## src/rtl/cpu_pkg.sv

```systemverilog
// Shared definitions for the write-back stage: well-known register
// numbers for the syscall taps, the syscall codes and the FSM states.
package cpu_pkg;

    localparam logic [3:0]  REG_V0   = 4'd2;
    localparam logic [3:0]  REG_A0   = 4'd4;
    localparam logic [31:0] SYS_EXIT = 32'd10;
    localparam logic [31:0] SYS_SHOW = 32'd34;

    typedef enum logic {
        ST_RUN  = 1'b0,
        ST_HALT = 1'b1
    } state_t;

endpackage

```

## src/rtl/regfile_array.sv

```systemverilog
// Register file storage: one write port, two combinational read ports with
// same-cycle write-through, and two fixed taps ($v0, $a0) that always show
// the committed (pre-write) contents. Register 0 always reads as zero.
module regfile_array
    import cpu_pkg::*;
#(
    parameter int DW = 32,
    parameter int AW = 4
) (
    input  logic          clk,
    input  logic          rst_n,
    input  logic          i_we,
    input  logic [AW-1:0] i_wa,
    input  logic [DW-1:0] i_wd,
    input  logic [AW-1:0] i_ra1,
    input  logic [AW-1:0] i_ra2,
    output logic [DW-1:0] o_rd1,
    output logic [DW-1:0] o_rd2,
    output logic [DW-1:0] o_v0,
    output logic [DW-1:0] o_a0
);

    localparam int NREG = 2 ** AW;

    logic [DW-1:0] r_regs [NREG];

    logic w_bypass1;
    logic w_bypass2;

    // Commit the write-back value; writes aimed at register 0 are dropped
    // so that location stays zero for the whole run.
    always_ff @(posedge clk or negedge rst_n) begin
        if (!rst_n) begin
            for (int i = 0; i < NREG; i++) begin
                r_regs[i] <= '0;
            end
        end else if (i_we && (i_wa != '0)) begin
            r_regs[i_wa] <= i_wd;
        end
    end

    // Read ports see a write landing this cycle so the ID stage never has to
    // wait for the commit; register 0 wins over everything.
    always_comb begin
        w_bypass1 = i_we && (i_wa == i_ra1);
        w_bypass2 = i_we && (i_wa == i_ra2);
        o_rd1 = (i_ra1 == '0) ? '0 : (w_bypass1 ? i_wd : r_regs[i_ra1]);
        o_rd2 = (i_ra2 == '0) ? '0 : (w_bypass2 ? i_wd : r_regs[i_ra2]);
    end

    // Syscall taps look straight at the array, never at the bypass path,
    // so a write retiring alongside a syscall does not affect its arguments.
    always_comb begin
        o_v0 = r_regs[int'(REG_V0)];
        o_a0 = r_regs[int'(REG_A0)];
    end

endmodule

```

## src/rtl/wb_regfile_syscall.sv

```systemverilog
// Write-back endpoint: commits results to the register file, services
// retiring syscalls (exit / show), keeps the display latch and the run-cycle
// counter, and produces the global pipeline-advance signal.
module wb_regfile_syscall
    import cpu_pkg::*;
#(
    parameter int          DW        = 32,
    parameter int          AW        = 4,
    parameter int unsigned EXIT_CODE = 10,
    parameter int unsigned SHOW_CODE = 34
) (
    input  logic          clk,
    input  logic          rst_n,
    input  logic          wb_we,
    input  logic [AW-1:0] wb_rw,
    input  logic [DW-1:0] wb_data,
    input  logic          wb_syscall,
    input  logic [AW-1:0] ra1,
    input  logic [AW-1:0] ra2,
    output logic [DW-1:0] rd1,
    output logic [DW-1:0] rd2,
    input  logic          resume,
    output logic          go,
    output logic          halted,
    output logic [DW-1:0] disp,
    output logic          disp_valid,
    output logic [31:0]   run_cycles
);

    state_t r_state;
    state_t w_nextState;

    logic [DW-1:0] r_disp;
    logic          r_dispValid;
    logic [31:0]   r_runCycles;

    logic          w_go;
    logic          w_writeEn;
    logic          w_showHit;
    logic [DW-1:0] w_v0;
    logic [DW-1:0] w_a0;

    // go and halted come straight from the state flop, so they are
    // registered, mutually exclusive and only move on the edge after a cause.
    assign w_go       = (r_state == ST_RUN);
    assign w_writeEn  = wb_we && w_go;
    assign go         = w_go;
    assign halted     = (r_state == ST_HALT);
    assign disp       = r_disp;
    assign disp_valid = r_dispValid;
    assign run_cycles = r_runCycles;

    regfile_array #(
        .DW(DW),
        .AW(AW)
    ) u_regs (
        .clk   (clk),
        .rst_n (rst_n),
        .i_we  (w_writeEn),
        .i_wa  (wb_rw),
        .i_wd  (wb_data),
        .i_ra1 (ra1),
        .i_ra2 (ra2),
        .o_rd1 (rd1),
        .o_rd2 (rd2),
        .o_v0  (w_v0),
        .o_a0  (w_a0)
    );

    // State register for the run/halt machine.
    always_ff @(posedge clk or negedge rst_n) begin
        if (!rst_n) begin
            r_state <= ST_RUN;
        end else begin
            r_state <= w_nextState;
        end
    end

    // Syscall decode: exit halts, show requests a display update, anything
    // else is ignored. In HALT only resume matters.
    always_comb begin
        w_nextState = r_state;
        w_showHit   = 1'b0;
        case (r_state)
            ST_RUN: begin
                if (wb_syscall) begin
                    if (w_v0 == DW'(EXIT_CODE)) begin
                        w_nextState = ST_HALT;
                    end else if (w_v0 == DW'(SHOW_CODE)) begin
                        w_showHit = 1'b1;
                    end
                end
            end
            ST_HALT: begin
                if (resume) begin
                    w_nextState = ST_RUN;
                end
            end
            default: begin
                w_nextState = ST_RUN;
            end
        endcase
    end

    // Display latch holds $a0 from the most recent show syscall; the valid
    // flag is a one-cycle registered pulse alongside the update.
    always_ff @(posedge clk or negedge rst_n) begin
        if (!rst_n) begin
            r_disp      <= '0;
            r_dispValid <= 1'b0;
        end else begin
            r_dispValid <= w_showHit;
            if (w_showHit) begin
                r_disp <= w_a0;
            end
        end
    end

    // Count cycles spent running; frozen while halted, wraps naturally.
    always_ff @(posedge clk or negedge rst_n) begin
        if (!rst_n) begin
            r_runCycles <= '0;
        end else if (r_state == ST_RUN) begin
            r_runCycles <= r_runCycles + 32'd1;
        end
    end

endmodule
```

## config.mk

```make
export PLATFORM = sky130hd
export DESIGN_NAME = wb_regfile_syscall
export DESIGN_NICKNAME = d
export VERILOG_FILES = /design/src/rtl/cpu_pkg.sv /design/src/rtl/regfile_array.sv /design/src/rtl/wb_regfile_syscall.sv
export SDC_FILE = /design/constraint.sdc
export NUM_CORES = 1
export LEC_CHECK = 0
export ABC_AREA = 1
export BUFFER_PORTS_ARGS = -buffer_cell sky130_fd_sc_hd__buf_2
export CAP_MARGIN = 25
export CORE_ASPECT_RATIO = 0.8
export CORE_MARGIN = 1.5
export CORE_UTILIZATION = 50
export DETAILED_ROUTE_END_ITERATION = 12
export PLACE_DENSITY = 0.67
export RECOVER_POWER = 50
export SYNTH_ARGS = -nofsm -noshare
export SYNTH_HDL_FRONTEND = slang
export SYNTH_SLANG_ARGS = --single-unit
```

## constraint.sdc

```tcl
create_clock -name clk -period 4.3 [get_ports clk]
set_input_delay 0 -clock clk [delete_from_list [all_inputs] [get_ports clk]]
set_output_delay 0 -clock clk [all_outputs]
set_load 0.005 [all_outputs]
```

==> impl_metrics.json <==
{
  "max-cap-violations": 1,
  "ys_ff_latch": 578,
  "timing.slew.headroom": -0.4571,
  "first_iter_violations": 4631,
  "die_x_um": 296.3,
  "firstDrtPassIters": 6,
  "cts_setup_buffers": 0,
  "p_per_area_nw_per_um2": 435.9,
  "grt_antenna_before_repair": 8,
  "final_cell_mix": "2,075 x nand2_1, 687 x nand3_1, 634 x inv_1, 578 x dfrtp_1, 386 x nor2_1",
  "port_buffers": 179,
  "final_common_cell": "nand2_1",
  "rsz0062_at_grt": "no",
  "synth_cells": 5348,
  "avgRoutedWirePerCell_um": 19.86,
  "reg2reg_from": "halted",
  "num_vias": 34643,
  "cts_max_level": 2,
  "setup_tns_ns": 0,
  "hold_viol": 0,
  "top_layer": "met5",
  "peakVddDrop_mv": 0.2625,
  "m1WireLength_um": 54630,
  "worstMarginPinSlew_ns": 2.186,
  "grt_pass1_wl_um": 191100,
  "reg2reg_slack_ns": 1.35,
  "hold_class": "in2reg",
  "whs_endpoint": "u_regs.r_regs[255]",
  "syn2layout_area_growth_pct": 10.27,
  "crit_required_ns": 4.30,
  "failed_checks": "capacitance limit, slew limit",
  "crit_family": "simple AND/OR/NAND/NOR gates",
  "crit_top_cell": "nor2_1",
  "min-delay-start": "wb_rw[2]",
  "slowest_delay_ns": 0.57,
  "clockBufferDepth": 3,
  "fin_worst_skew_ns": 0.01350,
  "die_h_um": 237.6,
  "drc": 0,
  "crit_buf_inv": 2,
  "grt_max_degree": 164,
  "ctsHoldBuffers": 52,
  "post-dp-hpwl_um": 75790,
  "met2_length_um": 50440,
  "met3_length_um": 15310,
  "critical_path_class": "reg2out",
  "crit_fanout": 38,
  "worst_path_max_delay_cell": "dfrtp_1",
  "cts_sinks": 578,
  "status": "complete, but fails checks",
  "start_kind": "flip-flop",
  "r2r_cells": 7,
  "core_um2": 67640,
  "whs_path_depth": 4,
  "seq_area_frac_synth": 0.4203,
  "finalSetupViolCount": 0,
  "dieArea_um2": 70410,
  "via_per_inst": 5.523,
  "grt_pass1_vias": 30949,
  "synth.avg_cell_area_um2": 6.434,
  "cts_buffers": 61,
  "cts_resized": 0,
  "drive_above_1_share": 0.06308,
  "synth_warnings": 0,
  "start_util": 0.5087,
  "crit_chain": "nor2_2 -> nand2_1 -> nor2_1 -> nand3_4 -> buf_4 -> nand3_1 -> nor2_1 -> nor2_1 -> buf_2",
  "synth_fp_nets": 5398,
  "fmax_ghz": 0.3075,
  "timing.final.crit_share": 0.7563,
  "grt-ovfl-total": 0,
  "syn_area_um2": 34410,
  "critPathArrivalTime_ns": 3.25,
  "root_buffer": "clkbuf_16",
  "wirelength_um": 124600,
  "place.gp.congestion": 0.9212,
  "design_area_um2": 37940,
  "p_leak_uw": 0.02039,
  "clk_latency_ns": 0.64,
  "clk_pin_slew_ns": 0.07,
  "drv_slew": 75,
  "timing.final.crit_period_ns": 3.252,
  "cts_tree": "done",
  "ant_nets": 0,
  "synth.distinct_cells": 25,
  "track_usage": 0.3533,
  "fin_nets": 5364,
  "worstReg2RegEnd": "u_regs.r_regs[18]",
  "place_area_um2": 35440,
  "cp-end-kind": "primary output",
  "ios": 180,
  "num_rows": 85
}
## final cells by class
| cell class | count | area, um^2 |
|---|---|---|
| fill | 6762 | 29700 |
| multi-input combinational | 3740 | 15890 |
| sequential | 578 | 14460 |
| inverter | 642 | 2425 |
| timing repair buffer | 291 | 1998 |
| clock buffer | 84 | 1713 |
| tap | 913 | 1142 |
| clock inverter | 23 | 306.5 |
| antenna | 1 | 2.502 |
## tightest hold or removal path, cell delays in order
cell	delay (ns)
buf_2	0.21
nor2_4	0.09
nand3_2	0.26
o21ai_1	0.09
## stage by stage
step	util	cells	hold WS, ns	total power (uW)	setup WS, ns
after global placement	0.5236	6109	0.06884	10860	1.407
after detailed placement	0.5240	6110	0.06822	10940	1.374
final	0.5610	6272	0.07200	16540	1.048
after global routing	0.5609	6271	0.09233	17450	0.7865
after CTS	0.5615	6269	0.01886	16490	1.064
after floorplan	-	5348	-0.2956	9629	2.771
## power breakdown
group	internal, uW	total, uW	leakage (uW)	switching [uW]
clock network	3180	5500	0.000982	2330
logic	1310	3860	0.0120	2560
registers	6430	7170	0.00743	746
total	10900	16500	0.0204	5630
## how the worst max path moves through the flow
stage | start | end | depth (start not counted)
2_1_floorplan | run_cycles[0] | run_cycles[24] | 10
4_1_cts | halted | rd1[29] | 9
3_3_place_gp | ra2[1] | rd2[20] | 12
6_report | halted | rd1[29] | 9
5_1_grt | rst_n | u_regs.r_regs[247] | 4
3_5_place_dp | ra2[1] | rd2[20] | 12
## sequential cells by signal (all words and copies together), names as in the netlist
register,cells
halted,1
run_cycles,32
u_regs.r_regs,448
u_regs.o_a0,32
disp_valid,1
disp,32
u_regs.o_v0,32
## cell families (layout without fill, tap and decap cells)
family,Yosys count,in the layout,synth area share
adders and majority gates,1,1,0.0003636
DFF,578,578,0.4203
xor gates and xnor gates,21,21,0.005345
other,0,1,0
AOI/OAI and AO/OA,516,516,0.07505
and+or+nand+nor,3202,3202,0.3799
buffers and inverters,1030,1040,0.1190
## cell usage after synthesis
cell type	instances	area share
nor2_4	3	0.00098
buf_1	26	0.0028
ha_1	1	0.00036
o21ai_1	146	0.021
inv_1	634	0.069
nor3_4	1	0.00047
dfrtp_1	578	0.42
nor3_1	2	0.00029
and2_1	1	0.00018
nor2_1	387	0.042
nand4_1	11	0.0020
o21ai_0	370	0.054
nand3_2	6	0.0017
inv_2	8	0.00087
xor2_1	14	0.0036
nand2_1	2076	0.23
buf_2	180	0.026
nand3_1	686	0.10
clkbuf_1	181	0.020
nand2_2	9	0.0016
xnor2_1	7	0.0018
nor2_2	11	0.0020
nand4_2	1	0.00036
buf_4	1	0.00022
nand3b_1	8	0.0017
## routing by layer
| layer | vias to the layer above | global-route usage |
|---|---|---|
| li1 | 16334 | - |
| met1 | 16184 | 0.5347 |
| met2 | 1856 | 0.4907 |
| met3 | 257 | 0.08705 |
| met4 | 12 | 0.1113 |
| met5 | - | 0 |
Power figures use the tool's default switching activity.
